==> src/rtl/einsum_reduce_seq.sv <==
// LSE reduction sequencer for one einsum_add instance.
// It streams LEN operands into the adder and returns the final sum.
module einsum_reduce_seq #(
  parameter int WORD_WIDTH = 32,
  parameter int CNT_WIDTH  = 16,
  parameter logic [WORD_WIDTH-1:0] EMPTY_VALUE = {WORD_WIDTH{1'b0}}
) (
  input  logic                  clk,
  input  logic                  rst_n,
  input  logic                  start,
  input  logic [CNT_WIDTH-1:0]  len,
  input  logic [1:0]            cfg_pe_mode,
  input  logic                  abort,
  input  logic                  in_valid,
  input  logic [WORD_WIDTH-1:0] in_data,
  output logic                  in_ready,
  output logic                  add_enable,
  output logic                  add_bypass,
  output logic [WORD_WIDTH-1:0] add_operand_a,
  output logic [WORD_WIDTH-1:0] add_operand_b,
  output logic [1:0]            add_pe_mode,
  input  logic [WORD_WIDTH-1:0] add_sum,
  output logic                  out_valid,
  output logic [WORD_WIDTH-1:0] out_data,
  input  logic                  out_ready,
  output logic                  busy
);

  typedef enum logic [1:0] {
    IDLE,
    ACCUM,
    DONE
  } state_t;

  state_t               state_q, state_d;
  logic [CNT_WIDTH-1:0] rem_q, rem_d;
  logic                 first_q, first_d;
  logic                 empty_q, empty_d;
  logic [1:0]           mode_q, mode_d;

  always_ff @(posedge clk or negedge rst_n) begin
    if (!rst_n) begin
      state_q <= IDLE;
      rem_q   <= '0;
      first_q <= 1'b0;
      empty_q <= 1'b0;
      mode_q  <= 2'b00;
    end else begin
      state_q <= state_d;
      rem_q   <= rem_d;
      first_q <= first_d;
      empty_q <= empty_d;
      mode_q  <= mode_d;
    end
  end

  always_comb begin
    state_d       = state_q;
    rem_d         = rem_q;
    first_d       = first_q;
    empty_d       = empty_q;
    mode_d        = mode_q;
    in_ready      = 1'b0;
    add_enable    = 1'b0;
    add_bypass    = 1'b0;
    add_operand_a = '0;
    add_operand_b = '0;
    out_valid     = 1'b0;
    out_data      = '0;
    add_pe_mode   = mode_q;
    busy          = (state_q != IDLE);
    unique case (state_q)
      IDLE: begin
        if (!abort && start) begin
          rem_d   = len;
          mode_d  = cfg_pe_mode;
          first_d = 1'b1;
          if (len == '0) begin
            empty_d = 1'b1;
            state_d = DONE;
          end else begin
            empty_d = 1'b0;
            state_d = ACCUM;
          end
        end
      end
      ACCUM: begin
        in_ready      = 1'b1;
        add_bypass    = first_q;
        add_operand_a = first_q ? in_data : add_sum;
        add_operand_b = in_data;
        if (abort) begin
          state_d = IDLE;
        end else if (in_valid) begin
          // Adder registers the sum on this edge; next element sees it.
          add_enable = 1'b1;
          first_d    = 1'b0;
          rem_d      = rem_q - CNT_WIDTH'(1);
          if (rem_q == CNT_WIDTH'(1)) state_d = DONE;
        end
      end
      DONE: begin
        out_valid = 1'b1;
        out_data  = empty_q ? EMPTY_VALUE : add_sum;
        if (abort || out_ready) state_d = IDLE;
      end
      default: state_d = IDLE;
    endcase
  end

endmodule

==> config.mk <==
export PLATFORM = sky130hd
export DESIGN_NAME = einsum_reduce_seq
export DESIGN_NICKNAME = d
export VERILOG_FILES = /design/src/rtl/einsum_reduce_seq.sv
export SDC_FILE = /design/constraint.sdc
export NUM_CORES = 1
export LEC_CHECK = 0
export ABC_AREA = 0
export CAP_MARGIN = 10
export CORE_UTILIZATION = 37
export CTS_BUF_LIST = sky130_fd_sc_hd__clkbuf_4 sky130_fd_sc_hd__clkbuf_8
export DETAILED_ROUTE_END_ITERATION = 6
export GPL_TIMING_DRIVEN = 0
export PLACE_DENSITY = 0.95
export SLEW_MARGIN = 25
export SYNTH_ARGS = -nofsm -noshare
export SYNTH_HDL_FRONTEND = slang
export SYNTH_SLANG_ARGS = --single-unit
==> constraint.sdc <==
create_clock -name clk -period 2.7 [get_ports clk]
set_input_delay 0.27 -clock clk [delete_from_list [all_inputs] [get_ports clk]]
set_output_delay 0.27 -clock clk [all_outputs]
set_load 0.05 [all_outputs]
==> results of run 1 <==
## critical path: cells and delay by family, from the launching register on
kind,cells,cell delay (ps)
simple gates,2,320
buf+inv,3,1310
flops,1,430
## through the flow
step                      area (sq um)  instances  total power, mW  worst slack (ps)  hold slack, ps
final                             4500        573             4.44              88.2             490
after global routing              4500        573             4.66             -6.04             542
after CTS                         4410        572             4.43              5.61             519
after detailed placement          4370        568             4.28             -38.8             501
after global placement            4370        568             4.22             -6.12             495
after floorplan                   2370        303             3.08               468           -25.6
## timing repair
| action | CTS | global route |
|---|---|---|
| hold endpoints to repair | 0 | 22 |
| buffers inserted | 0 | 0 |
| setup endpoints to repair | 85 | 54 |
| resized for setup | 103 | 37 |
| hold buffers | 0 | 1 |
## sequential cells by signal (all words and copies together) (netlist names)
signal and flops:
add_pe_mode 2, empty_q 1, first_q 1, rem_q 16
state_q 2
## power by group
| group | internal [mW] | total, mW | switching, mW |
|---|---|---|---|
| Combinational | 1.20 | 3.58 | 2.38 |
| Sequential | 0.478 | 0.627 | 0.149 |
| Clock | 0.130 | 0.240 | 0.110 |
| Total | 1.81 | 4.44 | 2.64 |
## cells by family (layout without fill, tap and decap cells)
kind of cell | count (synthesis) | count (layout)
compound gates | 51 | 51
fa+ha+maj | 2 | 2
buf+inv | 34 | 229
flops | 22 | 22
mux | 36 | 36
simple gates | 158 | 158
## cells in the final DEF, fill, tap and decap left out, drive strengths merged, types with 4 or more instances in the layout
| master | Yosys | final |
|---|---|---|
| nor3 | 9 | 9 |
| clkdlybuf4s15 | 0 | 20 |
| inv | 7 | 7 |
| dlygate4sd2 | 0 | 37 |
| a31oi | 4 | 4 |
| nor2 | 49 | 49 |
| clkbuf | 13 | 16 |
| clkdlybuf4s50 | 0 | 100 |
| dfrtp | 22 | 22 |
| buf | 14 | 16 |
| mux2i | 34 | 34 |
| o21ai | 12 | 12 |
| a21oi | 11 | 11 |
| and2 | 66 | 66 |
| nor4 | 9 | 9 |
| dlymetal6s2s | 0 | 32 |
## cell usage after synthesis, drive strengths merged, types with 3 or more instances
master	instances	share of area, %
a21oi	11	2.3
nor2	49	7.7
a211oi	3	0.95
nand2	3	0.47
o2bb2ai	3	1.1
clkbuf	13	2.1
nand2b	3	0.79
a31oi	4	1.1
inv	7	1.1
mux2i	34	14
nor3	9	3.0
dfrtp	22	23
o21ai	12	2.5
nor4	9	3.5
buf	14	3.5
and2	66	17
nand3	3	0.63
a2bb2oi	3	1.1
or4	3	1.3
or2	3	0.79
## final cells by class
type,count,area [sq um],share of cell area [%]
timing repair buffer,191,1970,43.7
multi-input combinational,247,1670,37.1
sequential,22,551,12.2
buffer,27,141,3.14
tap,75,93.8,2.08
clock buffer,4,55.1,1.22
inverter,7,26.3,0.584
## per-layer routing
layer | global-route usage, % | wire [um]
met1 | 33.8 | 4060
met2 | 49.8 | 5090
met3 | 9.01 | 1020
met4 | 12.3 | 353
met5 | 0 | 0
## worst max path at each step
stage,startpoint,end,slack (ps),cells past startpoint
after global routing,first_q,add_operand_a[23],-6,5
final,state_q[1],add_operand_a[23],90,5
after detailed placement,state_q[1],add_operand_b[14],-40,6
after global placement,state_q[1],add_operand_b[8],-6,6
after CTS,state_q[1],add_operand_b[29],6,5
after floorplan,state_q[1],add_enable,470,3
==> results.cfg, run 1 <==
[routing]
wl_um = 10500
drt_iter0_drc = 227
wire_per_inst_um = 18.4
vias = 3100
route.detailed.vias_per_inst = 5.41
post-route-drc-count = 0
drt-pass1-iter-count = 4
drt.antenna.violating_nets = 0

[synth]
synth_sequential_area_ratio_pct = 23.2
cell_area_synth_sq_um = 2370
post_synth.cell_area_avg_sq_um = 7.83
post_synth_mux_area_share_pct = 15.3
synthXorXnorAreaFrac_pct = 0
synth_fp_nets = 393
post_synth_fa_ha_maj_area_fraction_pct = 1.05
main_combinational_cell_family_by_area_after_synthesis = simple AND/OR/NAND/NOR gates
flip_flop_cell_with_the_highest_count_after_synthesis = dfrtp_1
synth-compound-area-share_pct = 14.9
synth_simple_gate_area_share_pct = 38.9
ys.warnings.count = 0
synth_edf_count = 0
async_flop_share_pct = 100
syn-instance-count = 303
yosysUniqueCellTypes = 48
postSynthRegisterBits = 22

[setup_path]
crit_type = flip-flop to output pin
r2r_setup_slack_ps = 560
reg2regPathDepth = 7
worstPathMaxFanout = 10
critical_path_data_arrival_time_ps = 2340
crit_path_cell_trace = nand2b_1 -> clkbuf_2 -> buf_2 -> nor2_1 -> clkdlybuf4s50_1
max_stage_delay_ps = 830
worst_r2r_endpoint = rem_q[12]
rr_startpoint = rem_q[0]
worstSetupEndpointType = output pin
timing.critical_path.required_ps = 2430
crit_slowest_cell = clkdlybuf4s50_1
critPathLaunchType = flip-flop

[timing]
fin_crit_ps = 2610
fin_tns_setup_ps = 0
slew_viol_final = 0
finalClockSkew_ps = 11.2
worst_slew_margin_rel_pct = 58.7
worst-slew-pin-transition_ps = 617
final_hold_viol_count = 0
clock.fmax_ghz = 0.383
setup_viol = 0
fin_crit_sh_pct = 96.7

[clock_tree]
tritoncts_num_sinks = 22
numCtsBuffers = 3
clkTransAtPathRegs_ps = 90
htree_num_levels = 1
latest_clock_arrival_within_the_worst_skew_pair_ps = 270
clockRootBuffer = clkbuf_8
cts_buffer_depth = 2
cts_tree = done

[floorplan]
starting_density_pct = 39.2
chipHeight_um = 82.1
floorplan.rows = 28
io_pins = 191
die_area_sq_um = 6740
die_w_um = 82.1
floorplan.core_area_sq_um = 6060

[layout]
proportion_of_layout_cells_with_a_drive_suffix_above_1_pct = 11.8
layout-area-overhead-vs-synth_pct = 89.7
final_nets = 589
fin_util_pct = 74.3
filler_cell_count = 451
antennaDiodeCount = 0

[global_route]
grt_pass1_vias = 2998
grt_first_pass_wirelength_um = 14900
globalRoute.totalOverflow = 0
grt_start_max_net_pins = 23
gr-usage-all-layers_pct = 29.3
antenna_found_initial = 0

[pwr]
power.density_cell_area_nw_per_um2 = 987
worst_ir_drop_vdd_mv = 0.566
leakagePower_nw = 2.49

[place]
gpl.final_weighted_congestion = 0.913
hpwlAfterDp_um = 8370
buffer_ports.inserted = 190

[worst_hold_path]
worstHoldPathType = input port to asynchronous set/reset pin

[status]
outcome = finished, final reports clean

[job]
max_cap_violations = 0
Power figures use the tool's default switching activity.
==> inputs of run 2 (changes only) <==
--- a/config.mk
+++ b/config.mk
@@ -12,6 +12,7 @@
 export DETAILED_ROUTE_END_ITERATION = 6
 export GPL_TIMING_DRIVEN = 0
 export PLACE_DENSITY = 0.95
+export SETUP_SLACK_MARGIN = 0.5
 export SLEW_MARGIN = 25
 export SYNTH_ARGS = -nofsm -noshare
 export SYNTH_HDL_FRONTEND = slang
==> results.cfg, run 2 (same netlist as run 1, synthesis figures left out) <==
[timing]
fin_crit_sh_pct = 78.9
clock.fmax_ghz = 0.469
final_hold_viol_count = 0
finalClockSkew_ps = 9.43
slew_viol_final = 0
worst_slew_margin_rel_pct = 60.0
worst-slew-pin-transition_ps = 597
worst_case_setup_margin_in_the_final_layout_ps = 568
fin_crit_ps = 2130
unrepaired_setup_endpoints_after_global_routing = yes
setup_viol = 0

[floorplan]
floorplan.rows = 28
starting_density_pct = 39.2
chipHeight_um = 82.1
die_area_sq_um = 6740
io_pins = 191
floorplan.core_area_sq_um = 6060
die_w_um = 82.1

[setup_path]
crit_buf_inv = 2
max_stage_delay_ps = 550
crit_path_cell_trace = nand2b_1 -> buf_4 -> nor3b_2 -> dlygate4sd2_1
r2r_setup_slack_ps = 600
crit_family = buffers and inverters
worstPathMaxFanout = 10
critical_path_data_arrival_time_ps = 1860
crit_type = flip-flop to output pin
critPathLaunchType = flip-flop
crit_slowest_cell = dlygate4sd2_1
timing.critical_path.required_ps = 2430
worstSetupEndpointType = output pin

[layout]
regMostFlops = rem_q
final_nets = 589
layout.cells.most_common_list = clkdlybuf4s50_1, and2_1, buf_2
mostFrequentLayoutCell = clkdlybuf4s50_1
non_filler_instance_count_after_layout = 572
filler_cell_count = 509
stdcell_area_sq_um = 4170
largest_register_ffs = 16
proportion_of_layout_cells_with_a_drive_suffix_above_1_pct = 28.4
antennaDiodeCount = 0
layout-area-overhead-vs-synth_pct = 75.7

[clock_tree]
clkTransAtPathRegs_ps = 80
cts_tree = done
cts_buffer_depth = 2
clockRootBuffer = clkbuf_8
tritoncts_num_sinks = 22
latest_clock_arrival_within_the_worst_skew_pair_ps = 270
cts.repair_timing.setup_buffer_count = 0
numCtsBuffers = 3
htree_num_levels = 1

[global_route]
globalRoute.totalOverflow = 0
grt_start_max_net_pins = 23
gr-usage-all-layers_pct = 31.3
antenna_found_initial = 0
grt_pass1_vias = 3090
grt_first_pass_wirelength_um = 15800

[routing]
drt.antenna.violating_nets = 0
met1Wirelength_um = 3910
vias = 3088
drt-pass1-iter-count = 4
drt_iter0_drc = 181
route.detailed.vias_per_inst = 5.40
post-route-drc-count = 0
wl_um = 10500
top_signal_layer_used = met4
met3_wire_length_um = 991
dr_wl_met2_um = 5350
wire_per_inst_um = 18.4

[worst_hold_path]
worstHoldPathType = input port to asynchronous set/reset pin

[pwr]
clock_power_share_pct = 4.8
power.density_cell_area_nw_per_um2 = 1040
share_seq_of_total_power_pct = 14.4
sw_frac_of_total_pct = 60.8
worst_ir_drop_vdd_mv = 0.748
leakagePower_nw = 1.97
comb_power_share_pct = 80.7
total_switching_power_mw = 2.65
p_int_mw = 1.71

[place]
detailedPlace.worstSlack_ps = -118
buffer_ports.inserted = 190
hpwlAfterDp_um = 8290
placed_cells_incl_taps = 568
gpl.final_weighted_congestion = 0.916
postPlaceCellArea_sq_um = 4370

[status]
outcome = finished, final reports clean

[job]
max_cap_violations = 0
## run 2: final timing paths
check                                       to  depth (start not counted)      startpoint
worst max register to register       rem_q[12]                          7        rem_q[0]
max in group asynchronous             rem_q[7]                          2           rst_n
worst min-delay path                 rem_q[12]                          2           rst_n
worst min register to register  add_pe_mode[1]                          1  add_pe_mode[1]
worst max-delay path                add_enable                          4      state_q[1]
min in group clk                add_pe_mode[1]                          1  add_pe_mode[1]
## run 2: cell type report
cell class / count / area, sq um / area share, %
Buffer: 27 / 186 / 4.47
Clock buffer: 3 / 41.3 / 0.990
Inverter: 7 / 26.3 / 0.630
Multi-Input combinational cell: 247 / 1680 / 40.3
Sequential cell: 22 / 551 / 13.2
Tap cell: 75 / 93.8 / 2.25
Timing Repair Buffer: 191 / 1590 / 38.2
## run 2: power groups by stage
stage          combinational (mW)  clock [mW]  sequential, mW
6_report                     3.51       0.210           0.628
5_1_grt                      3.71       0.225           0.648
4_1_cts                      3.57       0.211           0.623
3_5_place_dp                 3.65           0           0.629
3_3_place_gp                 3.60           0           0.612
2_1_floorplan                2.44           0           0.643
## run 2: routing by layer
layer	GRT usage (%)	vias to the layer above
met5	0	-
met4	12.3	0
met2	54.0	177
met3	10.2	25
met1	35.5	1436
li1	-	1450
## run 2: what timing repair did
action | 4_1_cts | 5_1_grt
hold buffers | 0 | 1
setup endpoints to repair | 99 | 99
gates resized for setup | 338 | 130
pin swaps | 0 | 1
hold endpoints to repair | 0 | 5
## run 2: stage by stage
stage,utilization (%),setup TNS [ps],hold slack [ps],total power [mW]
final,68.8,0,495,4.35
after CTS,73.2,0,523,4.41
after detailed placement,72.2,-1730,505,4.28
after global placement,72.2,-890,494,4.22
after floorplan,-,0,-25.6,3.08
after global routing,68.8,0,541,4.59
==> inputs of run 3 (changes only) <==
--- a/config.mk
+++ b/config.mk
@@ -7,11 +7,11 @@
 export LEC_CHECK = 0
 export ABC_AREA = 0
 export CAP_MARGIN = 10
-export CORE_UTILIZATION = 37
+export CORE_UTILIZATION = 31
 export CTS_BUF_LIST = sky130_fd_sc_hd__clkbuf_4 sky130_fd_sc_hd__clkbuf_8
 export DETAILED_ROUTE_END_ITERATION = 6
 export GPL_TIMING_DRIVEN = 0
-export PLACE_DENSITY = 0.95
+export PLACE_DENSITY = 0.91
 export SETUP_SLACK_MARGIN = 0.5
 export SLEW_MARGIN = 25
 export SYNTH_ARGS = -nofsm -noshare
==> constraint.sdc (replaced) <==
create_clock -name clk -period 1.95 [get_ports clk]
set_input_delay 0.195 -clock clk [delete_from_list [all_inputs] [get_ports clk]]
set_output_delay 0.195 -clock clk [all_outputs]
set_load 0.05 [all_outputs]
==> results.cfg, run 3 (same netlist as run 1, synthesis figures left out) <==
[place]
postPlaceCellArea_sq_um = 4900
detailedPlace.worstSlack_ps = -543
placed_cells_incl_taps = 592
hpwlAfterDp_um = 8780
buffer_ports.inserted = 190
gpl.final_weighted_congestion = 0.867

[status]
outcome = finished, violations left
violated_checks = setup timing

[global_route]
grt_first_pass_wirelength_um = 18200
globalRoute.totalOverflow = 0
gr-usage-all-layers_pct = 30.7
grt_start_max_net_pins = 23
antenna_found_initial = 0
grt_pass1_vias = 3317

[routing]
drt.antenna.violating_nets = 0
vias = 4133
wl_um = 20000
wire_per_inst_um = 30.6
post-route-drc-count = 0
route.detailed.vias_per_inst = 6.33
drt-pass1-iter-count = 7
drt_iter0_drc = 465

[pwr]
leakagePower_nw = 2.82
post-layout-total-power_mw = 10.9
power.density_cell_area_nw_per_um2 = 1600
worst_ir_drop_vdd_mv = 1.03

[timing]
slew_viol_final = 0
whs_ps = 425
worst-slew-pin-transition_ps = 749
clock.fmax_ghz = 0.392
setup_viol = 8
fin_crit_sh_pct = 131
finalClockSkew_ps = 13.9
worst_case_setup_margin_in_the_final_layout_ps = -603
worst_slew_margin_rel_pct = 49.7
unrepaired_setup_endpoints_after_global_routing = yes
final_hold_viol_count = 0
fin_crit_ps = 2550

[clock_tree]
latest_clock_arrival_within_the_worst_skew_pair_ps = 280
htree_num_levels = 1
cts_buffer_depth = 2
numCtsBuffers = 3
clockRootBuffer = clkbuf_8
clkTransAtPathRegs_ps = 100
cts_tree = done
tritoncts_num_sinks = 22

[setup_path]
crit_type = flip-flop to flip-flop
rr_startpoint = rem_q[1]
worstPathMaxFanout = 3
r2r_setup_slack_ps = -600
reg2regPathDepth = 7
worst_r2r_endpoint = state_q[1]
critical_path_data_arrival_time_ps = 2660
critPathLaunchType = flip-flop
worstSetupEndpointType = flip-flop
timing.critical_path.required_ps = 2060

[floorplan]
die_w_um = 89.5
floorplan.core_area_sq_um = 7330
floorplan.rows = 31
starting_density_pct = 32.4
chipHeight_um = 89.5
die_area_sq_um = 8010
io_pins = 191

[layout]
non_filler_instance_count_after_layout = 653
final_nets = 645
largest_register_ffs = 16
antennaDiodeCount = 0
regMostFlops = rem_q
layout.cells.most_common_list = clkdlybuf4s50_1, buf_8, and2_4
proportion_of_layout_cells_with_a_drive_suffix_above_1_pct = 65.2
layout-area-overhead-vs-synth_pct = 186
mostFrequentLayoutCell = clkdlybuf4s50_1
stdcell_area_sq_um = 6790

[worst_hold_path]
worstHoldPathType = input port to asynchronous set/reset pin

[job]
max_cap_violations = 0
## run 3: timing repair
action,CTS,global route
endpoints found under the setup margin,125,125
hold endpoints to repair,0,22
hold buffers,0,1
resized for setup,776,232
pin swaps,22,45
gates cloned,5,10
buffers inserted,14,27
## run 3: cell type report
type | count | area (sq um)
buffer | 27 | 468
sequential | 22 | 554
inverter | 7 | 31.3
multi-input combinational | 247 | 2560
timing repair buffer | 247 | 2990
tap | 99 | 124
fill | 209 | 542
clock buffer | 4 | 55.1
## run 3: power by group
group | internal (mW) | switching (mW) | leakage [nW]
registers | 0.668 | 0.277 | 0.258
clock network | 0.181 | 0.176 | 0.0288
logic | 4.42 | 5.14 | 2.53
total | 5.27 | 5.59 | 2.82
## run 3: routing by layer
layer / vias up / wire, um / global-route usage [%]
met5: - / 0 / 0
met4: 0 / 1610 / 12.1
met3: 165 / 2680 / 10.4
met2: 464 / 9320 / 54.3
met1: 1934 / 6360 / 33.9
li1: 1570 / - / -
## run 3: through the flow
step | utilization [%] | setup TNS, ps
CTS | 77.5 | 0
global placement | 66.8 | -34010
global route | 92.6 | -1350
detailed placement | 66.8 | -36990
finish | 92.6 | -1340
floorplan | - | 0
## run 3: worst max path at each step
stage                     slack, ps        from    endpoint  cells after the start
final                          -600    rem_q[1]  state_q[1]                      7
after detailed placement       -540  state_q[1]  add_bypass                      5
after global routing           -570    rem_q[1]  state_q[1]                      7
after CTS                       130    rem_q[4]   rem_q[15]                      5
after global placement         -510  state_q[1]  add_bypass                      5
after floorplan                 260    rem_q[5]   rem_q[12]                      5
## run 3: worst max-delay path: stages (launching register included)
cell and delay [ps]:
dfrtp_1 440, inv_2 150, buf_4 160, ha_1 150, or4bb_1 460, nor3_2 170, a211oi_2 180, nor3_1 670
==> variant (config.mk and constraints of run 1) <==
Encoding of `state_t`: now one-hot (3 bits for 3 states).
--- a/src/rtl/einsum_reduce_seq.sv
+++ b/src/rtl/einsum_reduce_seq.sv
@@ -26,10 +26,10 @@
   output logic                  busy
 );
 
-  typedef enum logic [1:0] {
-    IDLE,
-    ACCUM,
-    DONE
+  typedef enum logic [2:0] {
+    IDLE  = 3'b001,
+    ACCUM = 3'b010,
+    DONE  = 3'b100
   } state_t;
 
   state_t               state_q, state_d;
Check against the original RTL: same outputs for any inputs over 10 cycles, from zero or initial values and one cycle with rst_n low; not proved beyond that.
==> variant against run 1 <==
  * First-iteration DRC count unchanged
  * Final cell count increased by 2.3%
  * Count of clock-buffer cells in the layout shrank 1
  * Critical endpoint is now add_operand_b[12]
  * Sequential cell count grew 1
  * Highest routed layer unchanged
  * Worst setup slack worse by 2.5 ps
  * Routed wire length fell by 4.5%
  * Register-to-register slack gained 250 ps
  * Area after synthesis is 2.9% higher
  * Final area fell by 2.7%
Power is left out: it rests on default switching activity, and per cell area and clock period it moved more than threefold.
==> variant: results (changes against run 1) <==
| Metric | Value |
|---|---|
| Root Buffer | `clkbuf_8` |
| Routability cong. | `0.904 (-0.94%)` |
| Ys flop type | `dfrtp_1` |
| Status | `complete, no violations` |
| Slew @ Worst Pin | `551 ps (-65.7 ps)` |
| CP peak stage delay | `520 ps (-310 ps)` |
| Initial antenna violation count | `0 (unchanged)` |
| Mapped Cells | `314 (+3.6%)` |
| Finished Layout Cells | `586 (+2.3%)` |
| Slowest-stage cell, CP | `dlygate4sd2_1` |
| Via density | `5.45 (+0.65%)` |
| Deepest clock path buffer count | `2 (unchanged)` |
| Nets | `600 (+1.9%)` |
| Placed cell count | `581 (+2.3%)` |
| Vias in the first global route | `3,126 (+4.3%)` |
| First-pass GRT wire length | `15,700 um (+5.8%)` |
| Top post-synthesis cells by area | `dfrtp_1 (23%), and2_1 (17%), mux2i_1 (14%)` |
| DR WL/cell | `17.1 um (-6.6%)` |
| Post-synthesis cell type count | `57 (+19%)` |
| DP Worst Slack | `-13.3 ps (+25.4 ps)` |
| Filler cell count | `519 (+15%)` |
| Clk Latency, worst-skew pair | `roughly 280 ps` |
| Post-synth top cells | `and2_1 (67), nor2_1 (48), mux2i_1 (33)` |
| Sequential share of the synthesized area | `0.236 (+0.00422)` |
| Syn nets | `404 (+2.8%)` |
| Layout cells sized above 1 | `0.0904 (-0.0281)` |
| Largest net degree at the start of global routing | `24 (+4.3%)` |
| Clk pin slew, worst setup/hold paths | `90 ps (about the same)` |
| Hpwl dp | `8110 um (-3.1%)` |
| Total GRT Usage | `0.278 (-0.0146)` |
| Hold/Removal Path Class | `flip-flop to flip-flop` |
## variant: timing repair
item                                    4_1_cts  5_1_grt
endpoints found under the setup margin       94       32
gates resized for setup                      95       41
hold endpoints to repair                     22        0
hold buffers                                  1        0
## variant: layout make-up
cell class | instances | area [um^2] | share of cell area
repair buffers | 191 | 1790 | 0.408
multi-input cells | 265 | 1730 | 0.394
flip-flops and latches | 23 | 577 | 0.132
plain buffers | 23 | 130 | 0.0297
well taps | 77 | 96.3 | 0.0220
clock buffers | 3 | 41.3 | 0.00942
inverters | 3 | 16.3 | 0.00371
clock inverters | 1 | 7.51 | 0.00171
## variant: cell families (layout without fill, tap and decap cells)
| logic type | Yosys count | after routing | synth area share |
|---|---|---|---|
| buffers and inverters | 26 | 221 | 0.0594 |
| multiplexers | 35 | 35 | 0.144 |
| AND/OR/NAND/NOR | 176 | 176 | 0.401 |
| AO/OA/AOI/OAI | 52 | 52 | 0.149 |
| flip-flops | 23 | 23 | 0.236 |
| adder cells (fa/ha/maj) | 2 | 2 | 0.0102 |
## variant: metal layers
metal  share of wire  track usage  up-vias
met3           0.091       0.0596       18
met4           0.019       0.0533        0
met2            0.50        0.510      194
met5               0            0        -
li1                -            -     1502
met1            0.38        0.334     1477
## variant: metrics by stage
stage	instance area, um^2	utilization
after floorplan	2440	-
after global placement	4440	0.699
after detailed placement	4440	0.699
after CTS	4380	0.690
after global routing	4380	0.690
final	4380	0.690
## variant: worst reg2reg max path: cells and delay by family, from the launching register on
family | cells | cell delay (ps)
adder cells (fa/ha/maj) | 1 | 210
AND/OR/NAND/NOR | 3 | 870
flip-flops | 1 | 480
buffers and inverters | 1 | 140
AO/OA/AOI/OAI | 1 | 80
## variant: final timing paths
path                                     end        from  cells after the start  slack (ps)
min                                  empty_q     empty_q                      1         510
min reg2reg                          empty_q     empty_q                      1         510
max in group asynchronous           rem_q[3]       rst_n                      2        1810
max reg2reg                        rem_q[14]    rem_q[0]                      6         810
max                        add_operand_b[12]  state_q[1]                      8          90
min in group asynchronous          rem_q[13]       rst_n                      2         520
